## config.mk

```make
export PLATFORM = sky130hd
export DESIGN_NAME = sort_nb
export DESIGN_NICKNAME = d
export VERILOG_FILES = /design/src/rtl/sort_nb.sv
export SDC_FILE = /design/constraint.sdc
export NUM_CORES = 1
export LEC_CHECK = 0
export BUFFER_PORTS_ARGS = -buffer_cell sky130_fd_sc_hd__buf_4
export CAP_MARGIN = 20
export CORE_MARGIN = 2
export CORE_UTILIZATION = 35
export CTS_CLUSTER_SIZE = 28
export DETAILED_ROUTE_END_ITERATION = 10
export SLEW_MARGIN = 20
export SYNTH_ARGS = -nofsm -noshare
export SYNTH_HDL_FRONTEND = slang
export SYNTH_SLANG_ARGS = --single-unit
```

## constraint.sdc

```tcl
create_clock -name clk -period 4.8 [get_ports clk]
set_input_delay 0.96 -clock clk [delete_from_list [all_inputs] [get_ports clk]]
set_output_delay 0.96 -clock clk [all_outputs]
set_load 0.005 [all_outputs]
```

## src/rtl/sort_nb.sv

```systemverilog
// Batch sorter: loads DEPTH words, sorts them with DEPTH odd-even transposition
// phases (one per cycle), then streams them out with a valid/ready handshake.
module sort_nb #(
  parameter int unsigned WIDTH = 8,
  parameter int unsigned DEPTH = 8
) (
  input  logic             clk,
  input  logic             rst,
  input  logic [WIDTH-1:0] in_data,
  input  logic             in_valid,
  output logic             in_ready,
  input  logic             desc,
  output logic [WIDTH-1:0] out_data,
  output logic             out_valid,
  input  logic             out_ready,
  output logic             out_last,
  output logic             busy
);

  localparam int unsigned IW = (DEPTH > 1) ? $clog2(DEPTH) : 1;
  localparam logic [IW-1:0] LAST = IW'(DEPTH - 1);

  typedef enum logic [1:0] {
    S_LOAD,
    S_SORT,
    S_OUT
  } state_t;

  state_t           r_state;
  state_t           w_state_nxt;
  logic [WIDTH-1:0] r_elem     [DEPTH];
  logic [WIDTH-1:0] w_elem_nxt [DEPTH];
  logic [IW-1:0]    r_wr_idx;
  logic [IW-1:0]    r_rd_idx;
  logic [IW-1:0]    r_phase;
  logic             r_desc;
  logic             r_full;
  logic             w_accept;
  logic             w_xfer;

  assign w_accept = in_valid && in_ready;
  assign w_xfer   = out_valid && out_ready;

  always_ff @(posedge clk or posedge rst) begin
    if (rst) begin
      r_state <= S_LOAD;
    end else begin
      r_state <= w_state_nxt;
    end
  end

  // r_full marks the one settling cycle between the final accept and SORT;
  // input is closed during it so no word is taken that cannot be stored.
  always_comb begin
    w_state_nxt = r_state;
    in_ready    = 1'b0;
    out_valid   = 1'b0;
    out_data    = '0;
    out_last    = 1'b0;
    busy        = 1'b0;
    case (r_state)
      S_LOAD: begin
        in_ready = !r_full;
        if (r_full) begin
          w_state_nxt = S_SORT;
        end
      end
      S_SORT: begin
        busy = 1'b1;
        if (r_phase == LAST) begin
          w_state_nxt = S_OUT;
        end
      end
      S_OUT: begin
        out_valid = 1'b1;
        out_data  = r_elem[r_rd_idx];
        out_last  = (r_rd_idx == LAST);
        if (out_ready && (r_rd_idx == LAST)) begin
          w_state_nxt = S_LOAD;
        end
      end
      default: w_state_nxt = S_LOAD;
    endcase
  end

  // Pairs of one parity are disjoint, so all compare-exchanges run in parallel.
  always_comb begin
    w_elem_nxt = r_elem;
    for (int unsigned i = 0; i < DEPTH - 1; i++) begin
      if (i[0] == r_phase[0]) begin
        if (r_desc ? (r_elem[i] < r_elem[i+1]) : (r_elem[i] > r_elem[i+1])) begin
          w_elem_nxt[i]   = r_elem[i+1];
          w_elem_nxt[i+1] = r_elem[i];
        end
      end
    end
  end

  always_ff @(posedge clk or posedge rst) begin
    if (rst) begin
      for (int unsigned i = 0; i < DEPTH; i++) begin
        r_elem[i] <= '0;
      end
      r_wr_idx <= '0;
      r_rd_idx <= '0;
      r_phase  <= '0;
      r_desc   <= 1'b0;
      r_full   <= 1'b0;
    end else begin
      case (r_state)
        S_LOAD: begin
          if (r_full) begin
            r_full <= 1'b0;
          end else if (w_accept) begin
            r_elem[r_wr_idx] <= in_data;
            if (r_wr_idx == '0) begin
              r_desc <= desc;
            end
            if (r_wr_idx == LAST) begin
              r_wr_idx <= '0;
              r_phase  <= '0;
              r_full   <= 1'b1;
            end else begin
              r_wr_idx <= r_wr_idx + IW'(1);
            end
          end
        end
        S_SORT: begin
          r_elem <= w_elem_nxt;
          if (r_phase == LAST) begin
            r_phase  <= '0;
            r_rd_idx <= '0;
          end else begin
            r_phase <= r_phase + IW'(1);
          end
        end
        S_OUT: begin
          if (w_xfer) begin
            r_rd_idx <= (r_rd_idx == LAST) ? '0 : r_rd_idx + IW'(1);
          end
        end
        default: ;
      endcase
    end
  end

endmodule
```

### Word level (Yosys, flattened, before mapping)

Index checks and enable logic that the tools add are counted.

| storage, ports and cells | value |
|---|---|
| bits in registers | 77 |
| input port bits | 13 |
| output and inout bits | 12 |
| logic and storage cells | 121 |

| operators by class | value |
|---|---|
| add/sub/neg operators | 3 |
| $lt $le $gt $ge | 17 |
| eq/ne operators | 15 |
| multiplexer cells | 52 |
| bitwise logic cells | 3 |
| reductions and logical operators | 17 |

Operators with widths:

| operator | number |
|---|---|
| 16-bit 2-to-1 mux | 14 |
| 64-bit 2-to-1 mux | 2 |
| 64-bit case mux with 2 select lines | 1 |
| 64-bit bitwise mux | 1 |
| 8-bit greater-than comparator | 7 |
| 8-bit less-than comparator | 7 |
| 8-bit 2-to-1 mux | 4 |
| 8-bit binary-select mux with 3-bit select | 1 |
| 8-bit demux with 3-bit select | 1 |
| 3-bit 2-to-1 mux | 8 |
| 2-bit inequality test, second input constant | 10 |
| 1-bit 2-to-1 mux | 14 |
| 3-bit case mux with 2 select lines | 2 |
| 3-bit AND reduction | 4 |
| 5-bit AND reduction | 2 |
| 3-bit by 1-bit adder with 3-bit output, second input constant | 3 |
| 3-bit == test, second input constant | 3 |
| 4-bit >= comparator, second input constant | 2 |
| 3-bit NOT with 4-bit output | 2 |
| 4-bit AND reduction | 2 |
| 2-bit 2-to-1 mux | 3 |
| 2-bit case mux with 3 select lines | 1 |
| 1-bit logical AND | 4 |
| 4-bit by 1-bit less-than comparator with 1-bit output, second input constant | 1 |
| other kinds (7) | 8 |

### Depth between registers and ports, before layout

| logic depth | value |
|---|---|
| depth in word-level cells | 17 |
| mapped depth | 11 |
| gate-level depth less buffers | 9 |

### Least setup slack after synthesis

No wires, ideal clock.

| timing path | value |
|---|---|
| path type | flip-flop to output port |
| start | register r_rd_idx[0] |
| end | output out_data[0] |
| arrival time | 1.788 ns |
| data required time | 3.840 ns |
| setup slack | 2.052 ns |
| stages on the path, launching flop included | 6 |
| path buffers | 2 |
| cell sequence | dfrtp_1 > clkbuf_1 > buf_2 > mux4_2 > mux2i_1 > nor2_1 |

| between the ends | value |
|---|---|
| word-level cells in the longest chain between the ends | 5 |

Ends and longest elaborated chain:

| element | line | text |
|---|---|---|
| start, declared | 34 | `logic [IW-1:0] r_rd_idx;` |
| start signal, assigned | 139 | `r_rd_idx <= (r_rd_idx == LAST) ? '0 : r_rd_idx + IW'(1);` |
| 3-bit NOT with 4-bit output (implied by the code) | 76 | `out_data = r_elem[r_rd_idx];` |
| 8-bit binary-select mux with 3-bit select | 76 |  |
| 8-bit 2-to-1 mux (implied by the code) (2 in series) | 76 |  |
| 8-bit 2-to-1 mux | 61 | `case (r_state)` |
| end, declared | 13 | `output logic [WIDTH-1:0] out_data,` |

No other way between the ends. The select of a mux whose other input is x is not followed.

### Worst setup path after layout

| timing path | value |
|---|---|
| start | register r_rd_idx[0] |
| end | output out_data[1] |

Same word-level chain as after synthesis.

==> flow_metrics.py <==
metrics = {
    "cts": {
        "clkLatencyLatePin_ns": 0.35,
        "cts_buffers": 9,
        "cts.sinks": 77,
        "cts_resized": 0,
        "root_buffer": "clkbuf_16",
        "clk_pin_slew_ns": 0.07,
        "hold_buffers": 0,
        "clockBufferDepth": 2,
        "cts_tree": "yes",
        "htree_levels": 3,
        "cts_setup_buffers": 0,
    },
    "floorplan": {
        "chipHeight_um": 145.1,
        "start_util": 0.3567,
        "fp-row-count": 51,
        "fp.dieW_um": 145.1,
        "core_area_mm2": 0.01953,
        "io_pins": 25,
        "dieArea_mm2": 0.02104,
    },
    "critical_path": {
        "start_kind": "register",
        "crit_path_max_fanout": 19,
        "cp_cell_sequence": "mux4_2 -> mux2i_1 -> nor2_1 -> buf_4",
        "end_kind": "output port",
        "arrival_ns": 2.51,
        "cpPeakStageDelay_ns": 1.06,
        "crit_type": "register to output port",
        "slowest_stage": "dfrtp_1",
        "required_ns": 3.84,
    },
    "placed_design": {
        "hpwlAfterDp_um": 16600,
        "dpl.cell_count": 1022,
        "portBuffers": 24,
        "globalplace.congestion": 0.8871,
    },
    "global_route": {
        "grt-busiest-layer": "met2",
        "grt_pass1_wl_um": 36650,
        "first_global_vias": 5987,
        "grt.met3_usage": 0.03208,
        "grt_usage": 0.2230,
        "antenna_found_initial": 0,
        "grt.met2_usage": 0.3490,
        "grtUsageMet1": 0.3249,
        "grt_overflow_total": 0,
        "grt_max_degree": 51,
    },
    "logic_synthesis": {
        "syn_nets": 853,
        "syn-instance-count": 777,
        "netlist_top_cells_area": "dfrtp_1 (28%), ha_1 (11%), mux2i_1 (6.5%)",
        "synth-seq-cells": 77,
        "ys_warn_count": 0,
        "yosysMostFrequentCell": "dfrtp_1",
        "yosysTopAreaCell": "dfrtp_1",
        "synth_common_cells": "dfrtp_1 (77), ha_1 (63), inv_1 (63)",
        "ys_seq_area_frac": 0.2767,
        "synthArstFlopShare": 1.000,
        "syn_area_mm2": 0.006964,
        "syn_area_per_cell_um2": 8.963,
        "synth.distinct_cells": 65,
        "yosysTopAreaCellShare": 0.2767,
        "synth_edf_count": 0,
        "synth_ff_type": "dfrtp_1",
    },
    "route": {
        "firstDrtPassIters": 5,
        "ant_nets": 0,
        "num_vias": 6408,
        "vias_per_cell": 6.173,
        "drt-total-wl_um": 23310,
        "initialDrtViolationCount": 832,
        "wl_per_cell_um": 22.45,
        "drcViolationCount": 0,
    },
    "sta": {
        "setup_violations": 0,
        "hold_violations": 0,
        "slew_viol_final": 0,
        "slew_headroom": 0.2745,
        "period_needed_ns": 3.471,
        "skew_ns": 0.01251,
        "period_share": 0.7231,
        "final.setup.tns_ns": 0,
        "rsz0062_at_grt": "false",
        "fmax_mhz": 288.1,
        "tightest_slew_ns": 1.088,
    },
    "finish": {
        "nNetsFinal": 844,
        "num_antenna_cells": 0,
        "drive_above_1_share": 0.1190,
        "area_growth_pct": 9.396,
        "final_cells": 1038,
    },
    "run": {
        "maxCapViolCount": 0,
    },
    "status": {
        "status": "completed",
    },
    "power_and_ir_drop": {
        "p_per_area_mw_per_mm2": 867.0,
        "p_leak_nw": 3.357,
        "ir_drop_mv": 0.5925,
    },
    "worst_hold_path": {
        "hold_path_class": "register to register",
    },
}
cells by family (layout without fill, tap and decap cells):
family | after synthesis | count (layout) | share of synthesized area
AND/OR/NAND/NOR | 183 | 183 | 0.1312
AO/OA/AOI/OAI | 275 | 275 | 0.2878
adder cells (fa/ha/maj) | 63 | 63 | 0.1132
flip-flops | 77 | 77 | 0.2767
multiplexers | 63 | 63 | 0.1197
buffers and inverters | 116 | 112 | 0.07151
path summary, 6_finish.rpt:
path | start | slack, ns | end | depth (start not counted)
max | r_rd_idx[0] | 1.33 | out_data[1] | 4
min reg2reg | r_phase[2] | 0.51 | r_phase[2] | 1
max in group asynchronous | rst | 3.08 | r_elem[48] | 3
min | r_phase[2] | 0.51 | r_phase[2] | 1
min in group asynchronous | rst | 0.73 | r_elem[32] | 2
max reg2reg | r_elem[37] | 1.77 | r_elem[43] | 9
state kept, by name, summed over array words and instances, names as in the netlist:
name and cells:
r_state 2, r_phase 3, r_elem 64, r_rd_idx 3, r_desc 1, r_wr_idx 3, r_full 1
layout make-up:
cell class,count,area (um2)
Tap cell,265,331.6
Multi-Input combinational cell,584,4542
Clock buffer,10,239.0
Timing Repair Buffer,33,247.7
Sequential cell,77,1927
Clock inverter,6,93.84
Fill cell,2006,11910
Inverter,63,237.7
report_power, final:
group	internal (W)	switching (W)	total, W	leakage [nW]
clock network	0.000475	0.000305	0.000780	0.160
logic	0.00177	0.00230	0.00407	2.27
registers	0.000978	0.000775	0.00175	0.928
stage by stage:
stage	hold slack (ns)	utilization	power, W	setup slack [ns]	instance area (um2)
after detailed placement	0.4950	0.3731	0.005717	1.680	7286
after global placement	0.4875	0.3731	0.005704	1.679	7286
after global routing	0.5433	0.3902	0.007143	1.236	7619
final	0.5120	0.3902	0.006605	1.329	7619
after floorplan	0.4701	-	0.004668	1.873	6964
after CTS	0.5125	0.3902	0.006534	1.311	7619
cell usage in the layout (no fill, tap or decap), drive strengths merged, types with 10 or more instances in the layout:
cell type / count
a221oi: 15
clkbuf: 10
mux2i: 45
nor2b: 18
ha: 63
nand2: 45
buf: 33
inv: 64
o21ai: 62
mux4: 16
nand3: 19
a221o: 13
nor3: 19
nand4: 11
nor2: 47
a21oi: 46
a21o: 16
a31oi: 13
a22oi: 25
o211ai: 21
dfrtp: 77
metal layers:
| metal | up-vias | share of wire |
|---|---|---|
| li1 | 2945 | - |
| met1 | 3104 | 0.44 |
| met2 | 311 | 0.46 |
| met3 | 48 | 0.077 |
| met4 | 0 | 0.021 |
| met5 | - | 0 |
critical path, delay by kind of cell, from the launching register on:
family / cells / cell delay [ns]
buffers and inverters: 1 / 0.15
flip-flops: 1 / 1.06
AND/OR/NAND/NOR: 1 / 0.09
multiplexers: 2 / 0.84
Power figures use the tool's default switching activity.
